`src/rtl/playback_sequencer_pkg.sv`:
```
// Shared definitions for the playback sequencer: state encoding, memory word
// field conventions and small helpers used by the top and the unit timer.
package playback_sequencer_pkg;

  typedef enum logic [2:0] {
    ST_IDLE   = 3'd0,
    ST_REWIND = 3'd1,
    ST_FETCH  = 3'd2,
    ST_WAIT   = 3'd3,
    ST_PLAY   = 3'd4,
    ST_GAP    = 3'd5,
    ST_PAUSED = 3'd6,
    ST_DONE   = 3'd7
  } state_t;

  // A memory word is {note, len}; len == END_MARKER_LEN terminates the song.
  localparam int unsigned END_MARKER_LEN = 32'd0;
  localparam int unsigned REST_NOTE      = 32'd0;

  function automatic int unsigned presc_width(input int unsigned cycles);
    return (cycles > 32'd1) ? int'($clog2(cycles)) : 32'd1;
  endfunction

  function automatic logic is_busy_state(input state_t s);
    return !((s == ST_IDLE) || (s == ST_DONE));
  endfunction

endpackage

```
`src/rtl/playback_sequencer_unit_timer.sv`:
```
// Prescaler plus down-counter of time units, shared by the PLAY and GAP phases.
// o_last flags the final cycle of the loaded interval (valid while enabled).
module playback_sequencer_unit_timer
  import playback_sequencer_pkg::*;
#(
  parameter int unsigned LEN_W       = 4,
  parameter int unsigned UNIT_CYCLES = 6_250_000
) (
  input  logic             i_clk,
  input  logic             i_rst,
  input  logic             i_load,
  input  logic [LEN_W-1:0] i_load_val,
  input  logic             i_en,
  output logic             o_last
);

  localparam int unsigned PRESC_W = presc_width(UNIT_CYCLES);
  localparam logic [PRESC_W-1:0] PRESC_MAX = PRESC_W'(UNIT_CYCLES - 32'd1);

  logic [PRESC_W-1:0] r_presc;
  logic [LEN_W-1:0]   r_units;
  logic               w_wrap;

  assign w_wrap = (r_presc == PRESC_MAX);
  assign o_last = w_wrap && (r_units <= LEN_W'(1));

  // Load clears the prescaler; each prescaler wrap consumes one time unit.
  always_ff @(posedge i_clk) begin
    if (i_rst) begin
      r_presc <= '0;
      r_units <= '0;
    end else if (i_load) begin
      r_presc <= '0;
      r_units <= i_load_val;
    end else if (i_en) begin
      if (w_wrap) begin
        r_presc <= '0;
        if (r_units != '0) begin
          r_units <= r_units - LEN_W'(1);
        end else begin
          r_units <= r_units;
        end
      end else begin
        r_presc <= r_presc + PRESC_W'(1);
      end
    end else begin
      r_presc <= r_presc;
      r_units <= r_units;
    end
  end

endmodule

```
`src/rtl/playback_sequencer.sv`:
```
// Read-side controller of the music memory: rewinds, fetches one note word at a
// time, holds it for its length in time units and inserts a silent gap after it.
module playback_sequencer
  import playback_sequencer_pkg::*;
#(
  parameter int unsigned NOTE_W      = 8,
  parameter int unsigned LEN_W       = 4,
  parameter int unsigned DATA_W      = NOTE_W + LEN_W,
  parameter int unsigned DEPTH_W     = 8,
  parameter int unsigned UNIT_CYCLES = 6_250_000,
  parameter int unsigned GAP_UNITS   = 1
) (
  input  logic               i_clk,
  input  logic               i_rst,
  input  logic               i_start,
  input  logic               i_stop,
  input  logic               i_pause,
  input  logic [DATA_W-1:0]  i_mem_data,
  input  logic               i_mem_ready,
  input  logic [DEPTH_W-1:0] i_mem_duration,
  output logic               o_mem_read_en,
  output logic               o_mem_read_rst,
  output logic [NOTE_W-1:0]  o_note_out,
  output logic               o_note_valid,
  output logic [DEPTH_W-1:0] o_position,
  output logic               o_busy,
  output logic               o_finished
);

  localparam logic [LEN_W-1:0]  GAP_LOAD = LEN_W'(GAP_UNITS);
  localparam logic [LEN_W-1:0]  END_LEN  = LEN_W'(END_MARKER_LEN);
  localparam logic [NOTE_W-1:0] REST     = NOTE_W'(REST_NOTE);

  state_t             r_state;
  state_t             w_next_state;
  state_t             r_saved;
  state_t             w_next_saved;
  logic [NOTE_W-1:0]  r_note;
  logic [NOTE_W-1:0]  w_next_note;
  logic [DEPTH_W-1:0] r_position;
  logic [DEPTH_W-1:0] w_next_position;
  logic [DEPTH_W-1:0] w_pos_inc;
  logic [NOTE_W-1:0]  w_mem_note;
  logic [LEN_W-1:0]   w_mem_len;
  logic               w_stop_abort;
  logic               w_timer_load;
  logic [LEN_W-1:0]   w_timer_load_val;
  logic               w_timer_en;
  logic               w_timer_last;

  logic               r_mem_read_en;
  logic               r_mem_read_rst;
  logic [NOTE_W-1:0]  r_note_out;
  logic               r_note_valid;
  logic               r_busy;
  logic               r_finished;

  assign w_mem_note = i_mem_data[DATA_W-1:LEN_W];
  assign w_mem_len  = i_mem_data[LEN_W-1:0];
  // position saturates at the stored entry count
  assign w_pos_inc  = (r_position < i_mem_duration) ? (r_position + DEPTH_W'(1)) : r_position;

  playback_sequencer_unit_timer #(
    .LEN_W       (LEN_W),
    .UNIT_CYCLES (UNIT_CYCLES)
  ) u_unit_timer (
    .i_clk      (i_clk),
    .i_rst      (i_rst),
    .i_load     (w_timer_load),
    .i_load_val (w_timer_load_val),
    .i_en       (w_timer_en),
    .o_last     (w_timer_last)
  );

  // Next-state, timer control and datapath updates; stop outranks everything.
  always_comb begin
    w_next_state     = r_state;
    w_next_saved     = r_saved;
    w_next_note      = r_note;
    w_next_position  = r_position;
    w_stop_abort     = 1'b0;
    w_timer_load     = 1'b0;
    w_timer_load_val = '0;
    w_timer_en       = 1'b0;
    if (i_stop && (r_state != ST_IDLE)) begin
      w_next_state = ST_IDLE;
      w_stop_abort = 1'b1;
    end else begin
      case (r_state)
        ST_IDLE, ST_DONE: begin
          if (i_start && (r_state == ST_IDLE) && (i_mem_duration == '0)) begin
            w_next_state = ST_DONE;
          end else if (i_start) begin
            w_next_state    = ST_REWIND;
            w_next_position = '0;
          end else begin
            w_next_state = r_state;
          end
        end
        ST_REWIND: begin
          w_next_state = ST_FETCH;
        end
        ST_FETCH: begin
          if (r_position >= i_mem_duration) begin
            w_next_state = ST_DONE;
          end else begin
            w_next_state = ST_WAIT;
          end
        end
        ST_WAIT: begin
          if (i_mem_ready) begin
            w_next_note = w_mem_note;
            if (w_mem_len == END_LEN) begin
              w_next_state = ST_DONE;
            end else begin
              w_next_state     = ST_PLAY;
              w_timer_load     = 1'b1;
              w_timer_load_val = w_mem_len;
            end
          end else begin
            w_next_state = ST_WAIT;
          end
        end
        ST_PLAY, ST_GAP: begin
          if (i_pause) begin
            // The pausing cycle still counts unless it would end the interval.
            w_next_state = ST_PAUSED;
            w_next_saved = r_state;
            w_timer_en   = !w_timer_last;
          end else begin
            w_timer_en = 1'b1;
            if (w_timer_last && (r_state == ST_PLAY) && (GAP_UNITS != 32'd0)) begin
              w_next_state     = ST_GAP;
              w_timer_load     = 1'b1;
              w_timer_load_val = GAP_LOAD;
            end else if (w_timer_last) begin
              w_next_state    = ST_FETCH;
              w_next_position = w_pos_inc;
            end else begin
              w_next_state = r_state;
            end
          end
        end
        ST_PAUSED: begin
          if (i_pause) begin
            w_next_state = ST_PAUSED;
          end else begin
            w_next_state = r_saved;
          end
        end
        default: begin
          w_next_state = ST_IDLE;
        end
      endcase
    end
  end

  // State register and registered outputs derived from the upcoming state.
  always_ff @(posedge i_clk) begin
    if (i_rst) begin
      r_state        <= ST_IDLE;
      r_saved        <= ST_PLAY;
      r_note         <= '0;
      r_position     <= '0;
      r_mem_read_en  <= 1'b0;
      r_mem_read_rst <= 1'b0;
      r_note_out     <= '0;
      r_note_valid   <= 1'b0;
      r_busy         <= 1'b0;
      r_finished     <= 1'b0;
    end else begin
      r_state        <= w_next_state;
      r_saved        <= w_next_saved;
      r_note         <= w_next_note;
      r_position     <= w_next_position;
      r_mem_read_en  <= (w_next_state == ST_FETCH) && (w_next_position < i_mem_duration);
      r_mem_read_rst <= (w_next_state == ST_REWIND) || w_stop_abort;
      r_note_out     <= (w_next_state == ST_PLAY) ? w_next_note : '0;
      r_note_valid   <= (w_next_state == ST_PLAY) && (w_next_note != REST);
      r_busy         <= is_busy_state(w_next_state);
      r_finished     <= (w_next_state == ST_DONE) && (r_state != ST_DONE);
    end
  end

  assign o_mem_read_en  = r_mem_read_en;
  assign o_mem_read_rst = r_mem_read_rst;
  assign o_note_out     = r_note_out;
  assign o_note_valid   = r_note_valid;
  assign o_position     = r_position;
  assign o_busy         = r_busy;
  assign o_finished     = r_finished;

endmodule

```
`config.mk`:
```
export PLATFORM = sky130hd
export DESIGN_NAME = playback_sequencer
export DESIGN_NICKNAME = d
export VERILOG_FILES = /design/src/rtl/playback_sequencer_pkg.sv /design/src/rtl/playback_sequencer_unit_timer.sv /design/src/rtl/playback_sequencer.sv
export SDC_FILE = /design/constraint.sdc
export NUM_CORES = 1
export LEC_CHECK = 0
export BUFFER_PORTS_ARGS = -buffer_cell sky130_fd_sc_hd__buf_4
export CELL_PAD_IN_SITES_DETAIL_PLACEMENT = 1
export CELL_PAD_IN_SITES_GLOBAL_PLACEMENT = 2
export CORE_UTILIZATION = 35
export DETAILED_ROUTE_END_ITERATION = 8
export PLACE_DENSITY_LB_ADDON = 0.1
export REMOVE_ABC_BUFFERS = 1
export SLEW_MARGIN = 20
export SYNTH_ARGS = -nofsm -noshare
export SYNTH_HDL_FRONTEND = slang
export SYNTH_SLANG_ARGS = --single-unit
```
`constraint.sdc`:
```
create_clock -name i_clk -period 4.9 [get_ports i_clk]
set_clock_uncertainty 0.1 [all_clocks]
set_input_delay 0 -clock i_clk [delete_from_list [all_inputs] [get_ports i_clk]]
set_output_delay 0 -clock i_clk [all_outputs]
set_load 0.005 [all_outputs]
```
-- Word level (Yosys, flattened, before mapping)
Index checks and enable logic that the tools add are counted.
- add/subtract/negate cells: 3
- order comparisons: 4
- equality and inequality tests: 13
- multiplexer cells: 43
- bitwise logic cells: 2
- reduce and logical (&&, ||, !) cells: 28
- operators by type and width (operator ; number):
    $mux 8 ; 10
    $mux 4 ; 7
    $mux 3 ; 9
    $add 23x1->23 const B ; 1
    $eq 23x23->1 const B ; 1
    $mux 23 ; 1
    $eq 3x3->1 const B ; 6
    $pmux 3 s6 ; 1
    $lt 8x8->1 ; 2
    $pmux 8 s2 ; 1
    $mux 1 ; 11
    $eq 3x2->1 const B ; 3
    $add 8x1->8 const B ; 1
    $ge 8x8->1 ; 1
    $logic_and 1x1->1 ; 8
    $logic_not 8->1 ; 1
    $pmux 4 s2 ; 1
    $reduce_bool 8->1 ; 1
    $reduce_or 2->1 ; 4
    $eq 3x1->1 const B ; 2
    $logic_not 3->1 ; 2
    $reduce_and 3->1 ; 2
    $reduce_bool 2->1 ; 3
    $le 4x1->1 const B ; 1
    10 further kinds ; 13
- bits in registers: 62
- bits of input ports: 26
- output and inout bits: 21

-- Depth between registers and ports, before layout
- depth in word-level cells: 10
- gate-level depth with buffers: 15
- depth with buffers taken out: 14

-- By module
A second synthesis with hierarchy kept.
- cell total of the unflattened synthesis: 430
- area, all modules: 3562.2 um2
- modules (own cells, without submodules) (module ; times used ; cells an instance ; area each (um2) ; seq. area each (um2)):
    playback_sequencer ; 1 ; 252 ; 2099.5 ; 700.7
    playback_sequencer_unit_timer ; 1 ; 178 ; 1462.7 ; 540.5

-- Worst setup path after synthesis
No wires, ideal clock.
- kind: reg2reg
- from: register u_unit_timer.r_presc[6]
- to: register r_mem_read_en, in the netlist o_mem_read_en
- library setup time: 0.086 ns
- arrival: 3.272 ns
- data required time: 4.714 ns
- path slack: 1.443 ns
- cell stages (with the launch flop): 13
- buffers on the path: 0
- cells stage by stage: dfxtp_1 -> or4_4 -> or4_4 -> nor4_4 -> nand3_2 -> o311ai_0 -> nand2_1 -> ha_1 -> a21oi_1 -> nor2_1 -> nor2_1 -> nand4b_1 -> a211oi_1
- word-level cells in the longest chain between the ends: 9
- elaborated cells on any way between the ends: 16
- RTL lines (what ; line ; RTL):
    start, declared ; playback_sequencer_unit_timer.sv:20 ; logic [PRESC_W-1:0] r_presc;
    start signal, assigned ; playback_sequencer_unit_timer.sv:44 ; r_presc <= r_presc + PRESC_W'(1);
    start signal, assigned ; playback_sequencer_unit_timer.sv:47 ; r_presc <= r_presc;
    $eq 23x23->1 (*) ; playback_sequencer_unit_timer.sv:24 ; assign w_wrap = (r_presc == PRESC_MAX);
    $logic_and 1x1->1 (*) ; playback_sequencer_unit_timer.sv:25 ; assign o_last = w_wrap && (r_units <= LEN_W'(1));
    $mux 8 or $logic_and 1x1->1 (tied branches) ; playback_sequencer.sv:136, playback_sequencer.sv:132 ;
    $mux 8 (*) ; playback_sequencer.sv:132 ; if (w_timer_last && (r_state == ST_PLAY) && (GAP_UNITS != 32'd0)) begin
    $mux 8 (*) ; playback_sequencer.sv:125 ; if (i_pause) begin
    $pmux 8 s2 (*) ; playback_sequencer.sv:89 ; case (r_state)
    $mux 8 (*) ; playback_sequencer.sv:85 ; if (i_stop && (r_state != ST_IDLE)) begin
    named net w_next_position[3] ; playback_sequencer.sv:41 ; logic [DEPTH_W-1:0] w_next_position;
    $lt 8x8->1 (*) ; playback_sequencer.sv:176 ; r_mem_read_en <= (w_next_state == ST_FETCH) && (w_next_position < i_mem_duration);
    $logic_and 1x1->1 (*) ; playback_sequencer.sv:176 ;
    end signal, assigned ; playback_sequencer.sv:176 ;
    end, declared ; playback_sequencer.sv:51 ; logic r_mem_read_en;
The timed path passes the listed nets; every way through them passes the cells marked *.
A chain may end at the register's enable or synchronous reset.

-- Final worst setup path
Ends and elaborated chain as after synthesis.

==> flow_metrics.env <==
export IMPL_path_max_fanout=8
export IMPL_yosysSeqAreaShare=0.350
export IMPL_grt_max_degree=36
export IMPL_dieArea_sq_mm=0.0105
export IMPL_clock_path_buffers=2
export IMPL_rows=36
export IMPL_finalNetCount=533
export IMPL_grt_util_met1=0.290
export IMPL_endpoint_kind="flip-flop"
export IMPL_path_class="flip-flop to flip-flop"
export IMPL_ys_flop_type="dfxtp_1"
export IMPL_firstDrtPassIters=4
export IMPL_r2r_start="u_unit_timer.r_presc[6]"
export IMPL_clock_fmax_mhz=254
export IMPL_drc=0
export IMPL_synth_compound_area_share=0.161
export IMPL_synth_cell_type_count=60
export IMPL_p_leak_nw=1.72
export IMPL_ctsResizeCount=0
export IMPL_ant_nets=0
export IMPL_grt_pass1_vias=3340
export IMPL_worst_pin_slew_ns=0.987
export IMPL_met3_usage=0.0414
export IMPL_grt_first_pass_wirelength_mm=16.8
export IMPL_place_hpwl_mm=7.43
export IMPL_whs_path_depth=4
export IMPL_synth_area_sq_mm=0.00355
export IMPL_r2r_slack_ns=0.96
export IMPL_place_inst=586
export IMPL_overflow=0
export IMPL_async_flop_share=0
export IMPL_start_util=0.363
export IMPL_cp_endpoint="o_mem_read_en"
export IMPL_antenna_found_initial=0
export IMPL_maxCapViolCount=0
export IMPL_synth_fa_ha_area_frac=0.0706
export IMPL_die_y_microns=103
export IMPL_grt_use_total=0.208
export IMPL_worst_slew_margin_rel=0.338
export IMPL_cts_tree="yes"
export IMPL_final_common_cell="dfxtp_1"
export IMPL_period_minus_slack_ns=3.94
export IMPL_clk_latency_ns=0.34
export IMPL_ys_warn_count=0
export IMPL_n_antenna_cell=0
export IMPL_synth_top_family_by_area="simple AND/OR/NAND/NOR gates"
export IMPL_critPathLaunch="u_unit_timer.r_presc[6]"
export IMPL_synthXorXnorAreaFrac=0.0543
export IMPL_critical_path_required_ns=5.06
export IMPL_syn_area_per_cell_sq_um=8.36
export IMPL_use_met2=0.322
export IMPL_htreeDepth=3
export IMPL_drtIter0Drc=122
export IMPL_rr_worst_depth=12
export IMPL_port_buffers=46
export IMPL_post_cts_buffers=0
export IMPL_hold_violations=0
export IMPL_area_growth_pct=24.0
export IMPL_setup_tns_ns=0
export IMPL_outcome="finished, final reports clean"
export IMPL_synth_seq_cells=62
export IMPL_p_per_area_mw_per_mm2=322
export IMPL_synth_mux_area_frac=0.0226
export IMPL_ir_drop_uv=165
export IMPL_fin_crit_sh=0.804
export IMPL_io_pin_count=47
export IMPL_hold_path_class="input port to flip-flop"
export IMPL_postSynthCellCount=424
export IMPL_cts_root_buf="clkbuf_8"
export IMPL_vias=3381
export IMPL_die_x_microns=103
export IMPL_rsz0062_at_grt="false"
export IMPL_r2r_end="o_mem_read_en"
export IMPL_wire_per_inst_microns=16.3
export IMPL_clkTransAtPathRegs_ns=0.07
export IMPL_clock_sinks=62
export IMPL_setup_viol=0
export IMPL_layoutNonFillerInstCount=624
export IMPL_final_cell_mix="dfxtp_1 (62), nor2_1 (48), buf_4 (48)"
export IMPL_synth_edff_count=0
export IMPL_gp_congestion=0.809
export IMPL_vias_per_cell=5.42
export IMPL_slew_viol_final=0
export IMPL_cp_start_kind="flip-flop"
export IMPL_tritoncts_num_buffers=9
export IMPL_finalWirelength_mm=10.2
export IMPL_layout_drive_gt1_share=0.171
export IMPL_worstPathArrival_ns=4.10
export IMPL_placeableCoreArea_sq_mm=0.00977
export IMPL_synth_simple_area_share=0.294
export IMPL_grt_busiest_layer="met2"
logic make-up (layout without fill, tap and decap cells):
kind of cell / Yosys count / after routing
AND/OR/NAND/NOR: 193 / 193
AO/OA/AOI/OAI: 81 / 81
flip-flops: 62 / 62
buffers and inverters: 38 / 105
XOR/XNOR: 22 / 22
adder cells (fa/ha/maj): 20 / 20
multiplexers: 8 / 8
registers in the layout, indices dropped and copies added (netlist names):
signal                flops
u_unit_timer.r_units      4
r_state                   3
o_mem_read_rst            1
o_mem_read_en             1
u_unit_timer.r_presc     23
r_note                    8
o_note_out                8
o_note_valid              1
o_finished                1
o_position                8
o_busy                    1
r_saved                   3
layer usage:
metal / routed length, microns / vias up
li1: - / 1674
met1: 5230 / 1643
met2: 4570 / 52
met3: 246 / 12
met4: 155 / 0
met5: 0 / -
final cells by class:
class / instances / area (sq um)
inverters: 19 / 71.3
multi-input cells: 324 / 2140
repair buffers: 71 / 591
well taps: 133 / 166
fillers: 1188 / 5380
clock buffers: 11 / 141
clock inverters: 4 / 47.5
flip-flops and latches: 62 / 1240
per-stage QoR:
stage	hold WS [ns]	setup slack, ns	utilization	total power, mW	instance area [sq um]
6_report	0.133	0.962	0.450	1.42	4400
5_1_grt	0.136	0.625	0.450	1.50	4400
4_1_cts	0.111	0.951	0.450	1.43	4400
3_5_place_dp	0.180	0.984	0.407	0.965	3980
3_3_place_gp	0.175	1.14	0.407	0.965	3980
2_1_floorplan	-0.0338	1.44	-	0.826	3450
synthesized netlist by cell type, types with 2 or more instances:
library cell | n | area, sq um
a211o_1 | 2 | 17.5
a211oi_1 | 6 | 45.0
a21oi_1 | 24 | 120
a22oi_1 | 2 | 15.0
a311oi_1 | 5 | 43.8
a31oi_1 | 8 | 50.1
and2_1 | 2 | 12.5
and3_1 | 8 | 50.1
and3_2 | 3 | 22.5
and4_1 | 3 | 26.3
and4_2 | 3 | 30.0
buf_2 | 2 | 10.0
buf_6 | 2 | 22.5
clkbuf_1 | 13 | 48.8
dfxtp_1 | 62 | 1240
ha_1 | 20 | 250
inv_1 | 19 | 71.3
mux2i_1 | 8 | 80.1
nand2_1 | 34 | 128
nand2b_1 | 3 | 18.8
nand3_1 | 21 | 105
nand3b_1 | 2 | 15.0
nand4_1 | 13 | 81.3
nand4b_1 | 4 | 35.0
nor2_1 | 48 | 180
nor2b_1 | 3 | 18.8
nor3_1 | 21 | 105
nor3b_1 | 2 | 15.0
nor4_1 | 9 | 56.3
o211ai_1 | 3 | 22.5
o21ai_0 | 12 | 60.1
o21ba_2 | 2 | 20.0
o22ai_1 | 2 | 12.5
o311ai_0 | 2 | 17.5
o31a_1 | 2 | 17.5
or3_1 | 4 | 25.0
or4_4 | 2 | 22.5
xnor2_1 | 6 | 52.6
xor2_1 | 16 | 140
worst max-delay path: stages (launching register included):
cell,delay [ns]
dfxtp_1,0.37
or4_4,0.56
or4_4,0.57
nor4_4,0.54
nand3_2,0.22
o311ai_0,0.47
nand2_1,0.10
ha_1,0.20
a21oi_1,0.15
nor2b_1,0.06
o21ai_0,0.18
nand4b_1,0.12
a211oi_1,0.22
where the power goes:
group | internal, mW | switching (mW)
sequential | 0.530 | 0.0511
clock | 0.244 | 0.206
combinational | 0.148 | 0.237
total | 0.922 | 0.495
worst min-delay path by stage:
stage                               from  slack [ns]                       to
after floorplan                    i_rst       -0.03  u_unit_timer.r_units[1]
after global placement    i_mem_data[11]        0.18                r_note[7]
after detailed placement   i_mem_data[7]        0.18                r_note[3]
after CTS                  i_mem_data[0]        0.11  u_unit_timer.r_units[0]
after global routing       i_mem_data[0]        0.14  u_unit_timer.r_units[0]
final                      i_mem_data[0]        0.13  u_unit_timer.r_units[0]
timing repair:
action,4_1_cts,5_1_grt
setup endpoints to repair,0,0
endpoints found under the hold margin,28,0
hold buffers,23,0
Power figures use the tool's default switching activity.
